==> src/rtl/rv_pkg.sv <==
`default_nettype none
// ============================================================================
// Module  : rv_pkg
// Brief   : Shared RV32I constants and types for the writeback / regfile slice
// Revision: 1.0  initial release
// ============================================================================
package rv_pkg;

  localparam int XLEN = 32;

  // Major opcodes recognised by the writeback select path
  localparam logic [6:0] OP_LUI   = 7'b0110111;
  localparam logic [6:0] OP_AUIPC = 7'b0010111;
  localparam logic [6:0] OP_JAL   = 7'b1101111;
  localparam logic [6:0] OP_JALR  = 7'b1100111;
  localparam logic [6:0] OP_LOAD  = 7'b0000011;

  typedef logic [4:0] reg_addr_t;

endpackage
`default_nettype wire

==> src/rtl/wb_regfile_unit_regfile_2r1w.sv <==
`default_nettype none
// ============================================================================
// Module  : regfile_2r1w
// Brief   : Two-read / one-write integer register file with x0 tied to zero
//           and same-cycle write-through bypass on both read ports
// Revision: 1.0  initial release
// ============================================================================
module regfile_2r1w
  import rv_pkg::*;
#(
  parameter int XLEN  = 32,
  parameter int NREGS = 32
) (
  input  logic            clk,
  input  logic            rst,
  input  logic            i_we,
  input  reg_addr_t       i_waddr,
  input  logic [XLEN-1:0] i_wdata,
  input  reg_addr_t       i_raddr1,
  input  reg_addr_t       i_raddr2,
  output logic [XLEN-1:0] o_rdata1,
  output logic [XLEN-1:0] o_rdata2
);

  logic [XLEN-1:0] r_regs [NREGS];

  // Storage update: reset clears every entry and drops a concurrent write;
  // entry 0 is never written so it stays zero forever.
  always_ff @(posedge clk) begin
    if (rst) begin
      for (int i = 0; i < NREGS; i++) begin
        r_regs[i] <= '0;
      end
    end else if (i_we && (i_waddr != '0)) begin
      r_regs[i_waddr] <= i_wdata;
    end
  end

  // Read ports: x0 is zero, a matching in-flight write is forwarded,
  // otherwise the stored value is returned. Bypass is independent of reset.
  always_comb begin
    o_rdata1 = '0;
    o_rdata2 = '0;
    if (i_raddr1 == '0) begin
      o_rdata1 = '0;
    end else if (i_we && (i_raddr1 == i_waddr)) begin
      o_rdata1 = i_wdata;
    end else begin
      o_rdata1 = r_regs[i_raddr1];
    end
    if (i_raddr2 == '0) begin
      o_rdata2 = '0;
    end else if (i_we && (i_raddr2 == i_waddr)) begin
      o_rdata2 = i_wdata;
    end else begin
      o_rdata2 = r_regs[i_raddr2];
    end
  end

endmodule
`default_nettype wire

==> src/rtl/wb_regfile_unit.sv <==
`default_nettype none
// ============================================================================
// Module  : wb_regfile_unit
// Brief   : MEM/WB consumer: writeback select, register file write, retired
//           instruction counter and a registered writeback trace
// Revision: 1.0  initial release
// ============================================================================
module wb_regfile_unit
  import rv_pkg::*;
#(
  parameter int XLEN  = rv_pkg::XLEN,
  parameter int NREGS = 32,
  parameter int CNT_W = 64
) (
  input  logic             clk,
  input  logic             rst,
  input  logic             wb_valid_in,
  input  logic [XLEN-1:0]  result_in_wb,
  input  logic [XLEN-1:0]  read_data_in_wb,
  input  logic             mem_to_reg_in_wb,
  input  reg_addr_t        rd_in_wb,
  input  logic             reg_write_in_wb,
  input  logic [XLEN-1:0]  imm_in_wb,
  input  logic [6:0]       op_in_wb,
  input  logic             U_type_in_wb,
  input  logic             jump_in_wb,
  input  logic [XLEN-1:0]  pc4_in_wb,
  input  reg_addr_t        rs1_addr,
  input  reg_addr_t        rs2_addr,
  output logic [XLEN-1:0]  rs1_data,
  output logic [XLEN-1:0]  rs2_data,
  output logic [XLEN-1:0]  wb_data,
  output logic             wb_we,
  output logic [CNT_W-1:0] retired_cnt,
  output logic             trace_valid,
  output reg_addr_t        trace_rd,
  output logic [XLEN-1:0]  trace_data
);

  logic [XLEN-1:0]  w_wb_data;
  logic             w_wb_we;
  logic [CNT_W-1:0] r_retired_cnt;
  logic             r_trace_valid;
  reg_addr_t        r_trace_rd;
  logic [XLEN-1:0]  r_trace_data;

  // Writeback value select; jump link wins, then LUI immediate, then the
  // AUIPC result, then load data, else the ALU result.
  always_comb begin
    w_wb_data = result_in_wb;
    if (jump_in_wb) begin
      w_wb_data = pc4_in_wb;
    end else if (U_type_in_wb) begin
      w_wb_data = (op_in_wb == OP_LUI) ? imm_in_wb : result_in_wb;
    end else if (mem_to_reg_in_wb) begin
      w_wb_data = read_data_in_wb;
    end
  end

  assign w_wb_we = wb_valid_in & reg_write_in_wb & (rd_in_wb != '0);

  regfile_2r1w #(
    .XLEN  (XLEN),
    .NREGS (NREGS)
  ) u_regfile (
    .clk      (clk),
    .rst      (rst),
    .i_we     (w_wb_we),
    .i_waddr  (rd_in_wb),
    .i_wdata  (w_wb_data),
    .i_raddr1 (rs1_addr),
    .i_raddr2 (rs2_addr),
    .o_rdata1 (rs1_data),
    .o_rdata2 (rs2_data)
  );

  // Retired counter: every valid slot counts, written or not; wraps freely.
  always_ff @(posedge clk) begin
    if (rst) begin
      r_retired_cnt <= '0;
    end else if (wb_valid_in) begin
      r_retired_cnt <= r_retired_cnt + 1'b1;
    end
  end

  // Trace: valid pulses for each write; rd/data hold the last write seen.
  always_ff @(posedge clk) begin
    if (rst) begin
      r_trace_valid <= 1'b0;
      r_trace_rd    <= '0;
      r_trace_data  <= '0;
    end else begin
      r_trace_valid <= w_wb_we;
      if (w_wb_we) begin
        r_trace_rd   <= rd_in_wb;
        r_trace_data <= w_wb_data;
      end
    end
  end

  assign wb_data     = w_wb_data;
  assign wb_we       = w_wb_we;
  assign retired_cnt = r_retired_cnt;
  assign trace_valid = r_trace_valid;
  assign trace_rd    = r_trace_rd;
  assign trace_data  = r_trace_data;

endmodule
`default_nettype wire

==> config.mk <==
export PLATFORM = sky130hd
export DESIGN_NAME = wb_regfile_unit
export DESIGN_NICKNAME = d
export VERILOG_FILES = /design/src/rtl/rv_pkg.sv /design/src/rtl/wb_regfile_unit_regfile_2r1w.sv /design/src/rtl/wb_regfile_unit.sv
export SDC_FILE = /design/constraint.sdc
export NUM_CORES = 2
export LEC_CHECK = 0
export CAP_MARGIN = 25
export CORE_ASPECT_RATIO = 0.5
export CORE_UTILIZATION = 30
export CTS_BUF_LIST = sky130_fd_sc_hd__clkbuf_8
export DETAILED_ROUTE_END_ITERATION = 8
export SLEW_MARGIN = 20
export SYNTH_ARGS = -nofsm -noshare
export SYNTH_HDL_FRONTEND = slang
export SYNTH_SLANG_ARGS = --single-unit
export TNS_END_PERCENT = 5
==> constraint.sdc <==
create_clock -name clk -period 4.5 [get_ports clk]
set_clock_uncertainty 0.1 [all_clocks]
set_input_delay 1.35 -clock clk [delete_from_list [all_inputs] [get_ports clk]]
set_output_delay 1.35 -clock clk [all_outputs]
set_load 0.03 [all_outputs]
==> summary by stage <==
STA
The actual transition at the worst max-transition pin is 0.7281 ns. Setup repair after global routing could not meet its margin everywhere. The number of failing setup endpoints in the final timing report is 96. The count of pins over their slew limit was 0. Measured against its own limit, the worst slew margin works out to 51.46%. The final worst hold slack is 0.4009 ns. The post-route worst setup slack is -0.6658 ns. The post-route fraction of the period consumed by the critical path is 114.8%.

The maximum clock frequency is 193.6 MHz. The final critical-path required period is 5.166 ns. The hold violation total from the final report is 0.

GRT
The largest net degree at the start of global routing is 72. The initial antenna violation count is 4. The first global-routing pass estimated 330200 µm of wire. The total overflow left after global routing is 0. The aggregate global-route resource usage is 22.56%. The via count of the first global-routing pass was 45500.

Finish
The net count of the finished layout is 5915. The proportion of layout cells with a drive suffix above 1 is 33.33%. The library cell used most frequently in the layout, excluding fill and tap cells, is nor2_1. The finished layout holds 8540 standard cells, fillers aside. The top cell types in the final layout, fill and taps aside, are nor2_1, edfxtp_1, buf_4. The relative area change from synthesis to final layout is 32.90%.

Worst setup path
The number of buffer and inverter instances along the worst setup path is 7. The highest fanout seen on the critical path is 11. The startpoint type of the worst setup path is a primary input. The critical path data required time is 3.05 ns. The cell that appears most often on the critical path is buf_4.

The data arrival at the endpoint of the critical path is 3.72 ns. The worst stage delay on the critical path is 0.34 ns. STA classifies the critical path endpoint as an output port. The signal on the critical path passes through clkbuf_16 -> buf_16 -> buf_4 -> buf_12 -> buf_4 -> mux4_2 -> mux2_2 -> o211a_1 -> nor4_4 -> buf_4 -> a211oi_4 -> buf_12. The worst setup path is of the primary input to output port kind. The slowest stage of the critical path is the mux4_2 cell. The top cell family by delay on the critical path is buffers and inverters.

Drt
The detailed router finished its first iteration with 6523 violations. The number of nets still failing antenna checks after routing is 0. The DRC violation count after routing is 0. After detailed routing, the number of vias per cell comes to 5.602. Dividing the detail-routed wire length by the instance count gives 27.70 µm.

After detailed routing, the total wire length is 236600 µm. The first-pass iteration count of the detailed router is 6. The total number of vias is 47840.

Synthesis
After synthesis, the largest family of logic cells by area is multiplexers. The synthesized netlist occupies a cell area of 60010 µm². After synthesis, the cell types taking the most area are edfxtp_1, mux4_2, nor2_1, mux2i_1, dfxtp_1. The synthesized design contains 1024 enable-type register cells. The count of yosys warnings during synthesis is 0. In this run, distinct cell masters in the synthesized netlist total 65.

After Yosys synthesis, and, or, nand and nor cells account for 11.74% of the synthesized area. The prevailing post-synth register cell is edfxtp_1. In this run, synthesis produced a sequential element count of 1126.

The sequential element share of the synthesized area is 54.64%. Of the post-synthesis cell area, the dominant cell type holds 51.24%. Summing the areas of all compound-gate instances in the mapped netlist gives 8.644% of the synthesized area. Each instance of the synthesized netlist takes up on average 12.33 µm². The share of async-settable or async-resettable flops after synthesis is 0%. After Yosys synthesis, XOR and XNOR cells account for 0.8611% of the synthesized area. The mux share of post-synthesis cell area is 19.67%. The instance count of the mapped netlist is 4868.

The largest total area in the synthesized netlist belongs to edfxtp_1. Of the total synthesized cell area, the portion taken by full adders, half adders and majority gates is 0.02085%.

Die
The die outline width is 634.5 µm. The effective utilization at floorplan is 30.35%. The core region is 197700 µm². The y dimension of the die is 318.3 µm. The top-level port count is 356. The full die area is 201900 µm². The cell row count is 115.

Outcome
The flow ran to the end, but the final reports show violations. The final reports fail on negative setup slack.

Placement
Input and output buffers added on the ports amount to 355. The half-perimeter wire length after placement is 162200 µm. Including well taps, the total number of placed cells is 8142. The congestion estimate from routability-driven global placement came to 0.9277.

CTS
In this run the clock root is driven by a clkbuf_8. The maximum buffer depth of the clock tree is 3. The clock tree from TritonCTS is done. The number of hold-repair buffers added at the cts stage is 0. The clock reaches the later pin of the worst-skew pair after 0.94 ns. The clock sink count is 1126. Clock-pin slew was measured on the worst setup and hold paths at 0.07 ns. The number of levels in the clock H-tree is 4. Counting the buffers created by CTS gives 181.

Power and ir drop
The power density of the placed cells is 334.9 nW/µm². The cell leakage power is 29.50 nW. The peak supply drop is 0.0003414 V.

Job
The max-cap check violation count is 0.

Min path
The min-delay analysis places its worst path in the category register to register.
[tightest hold or removal path: stages (launching register included)]
cell and delay (ns):
dfxtp_1 0.31, nor2_1 0.09, a211oi_1 0.05
[flip-flops by register name (all words and copies together) (netlist names)]
signal	flops
trace_data	32
retired_cnt	64
trace_valid	1
u_regfile.r_regs	1024
trace_rd	5
[report_power, final]
part	total (mW)	internal (mW)	switching, mW
clock network	8.82	4.40	4.42
logic	5.70	2.54	3.16
registers	12.2	11.9	0.271
[stage by stage]
stage          util (%)  TNS (ns)  worst slack (ns)  power (mW)  instance area [µm²]
5_1_grt           40.34    -44.45           -0.6942       27.38                79750
3_3_place_gp      37.29    -68.31            -1.189       17.60                73720
6_report          40.34    -39.86           -0.6658       26.71                79750
3_5_place_dp      37.29    -69.41            -1.143       17.63                73720
2_1_floorplan         -    -6.896           -0.1244       14.81                60650
4_1_cts           39.80    -39.20           -0.6594       26.51                78680
[timing repair]
| action | 4_1_cts | 5_1_grt |
|---|---|---|
| gates cloned | 2 | 3 |
| setup buffers | 36 | 35 |
| pin swaps | 51 | 61 |
| setup endpoints to repair | 97 | 97 |
| resized for setup | 258 | 141 |
[cell usage after synthesis (all sizes together), types with 40 or more instances]
library cell and instances:
a22oi 152, xnor2 42, nand2b 60, buf 126, clkbuf 377, mux4 295
inv 83, a21oi 81, nand2 88, mux2i 411, mux2 93, a221oi 64
dfxtp 102, nor3b 40, nor4 44, nor3 57, and3 64, nor2 1124
o21ai 86, o22ai 61, a211oi 158, edfxtp 1024
[layer usage]
metal / part of all wire, % / track usage, % / wire, µm / vias to the layer above
li1: - / - / - / 20140
met1: 40 / 30.66 / 95430 / 24510
met2: 44 / 34.26 / 105200 / 2762
met3: 11 / 6.043 / 26400 / 427
met4: 4.0 / 8.692 / 9541 / 2
met5: 0.0080 / 0 / 19 / -
[path summary, 6_finish.rpt]
| kind | from | slack (ns) | end | cells past startpoint |
|---|---|---|---|---|
| hold reg to reg | trace_data[5] | 0.40 | trace_data[5] | 2 |
| setup reg to reg | retired_cnt[0] | 2.12 | retired_cnt[48] | 9 |
| hold / removal | trace_data[5] | 0.40 | trace_data[5] | 2 |
| setup / recovery | rs2_addr[1] | -0.67 | rs2_data[15] | 12 |
[kinds of logic after synthesis]
kind of cell,after synthesis
other,1
adders and majority gates,1
buffers and inverters,586
AOI/OAI and AO/OA,698
and+or+nand+nor,1598
DFF,1126
muxes,799
xor gates and xnor gates,59
[area by class of cell]
class,count,area (µm²)
multi-input cells,3187,27000
well taps,2632,3293
inverters,83,340.3
flip-flops and latches,1126,32790
clock inverters,132,743.2
clock buffers,198,2725
diodes,4,10.01
repair buffers,1178,12850
fillers,18510,117900
Power figures use the tool's default switching activity.
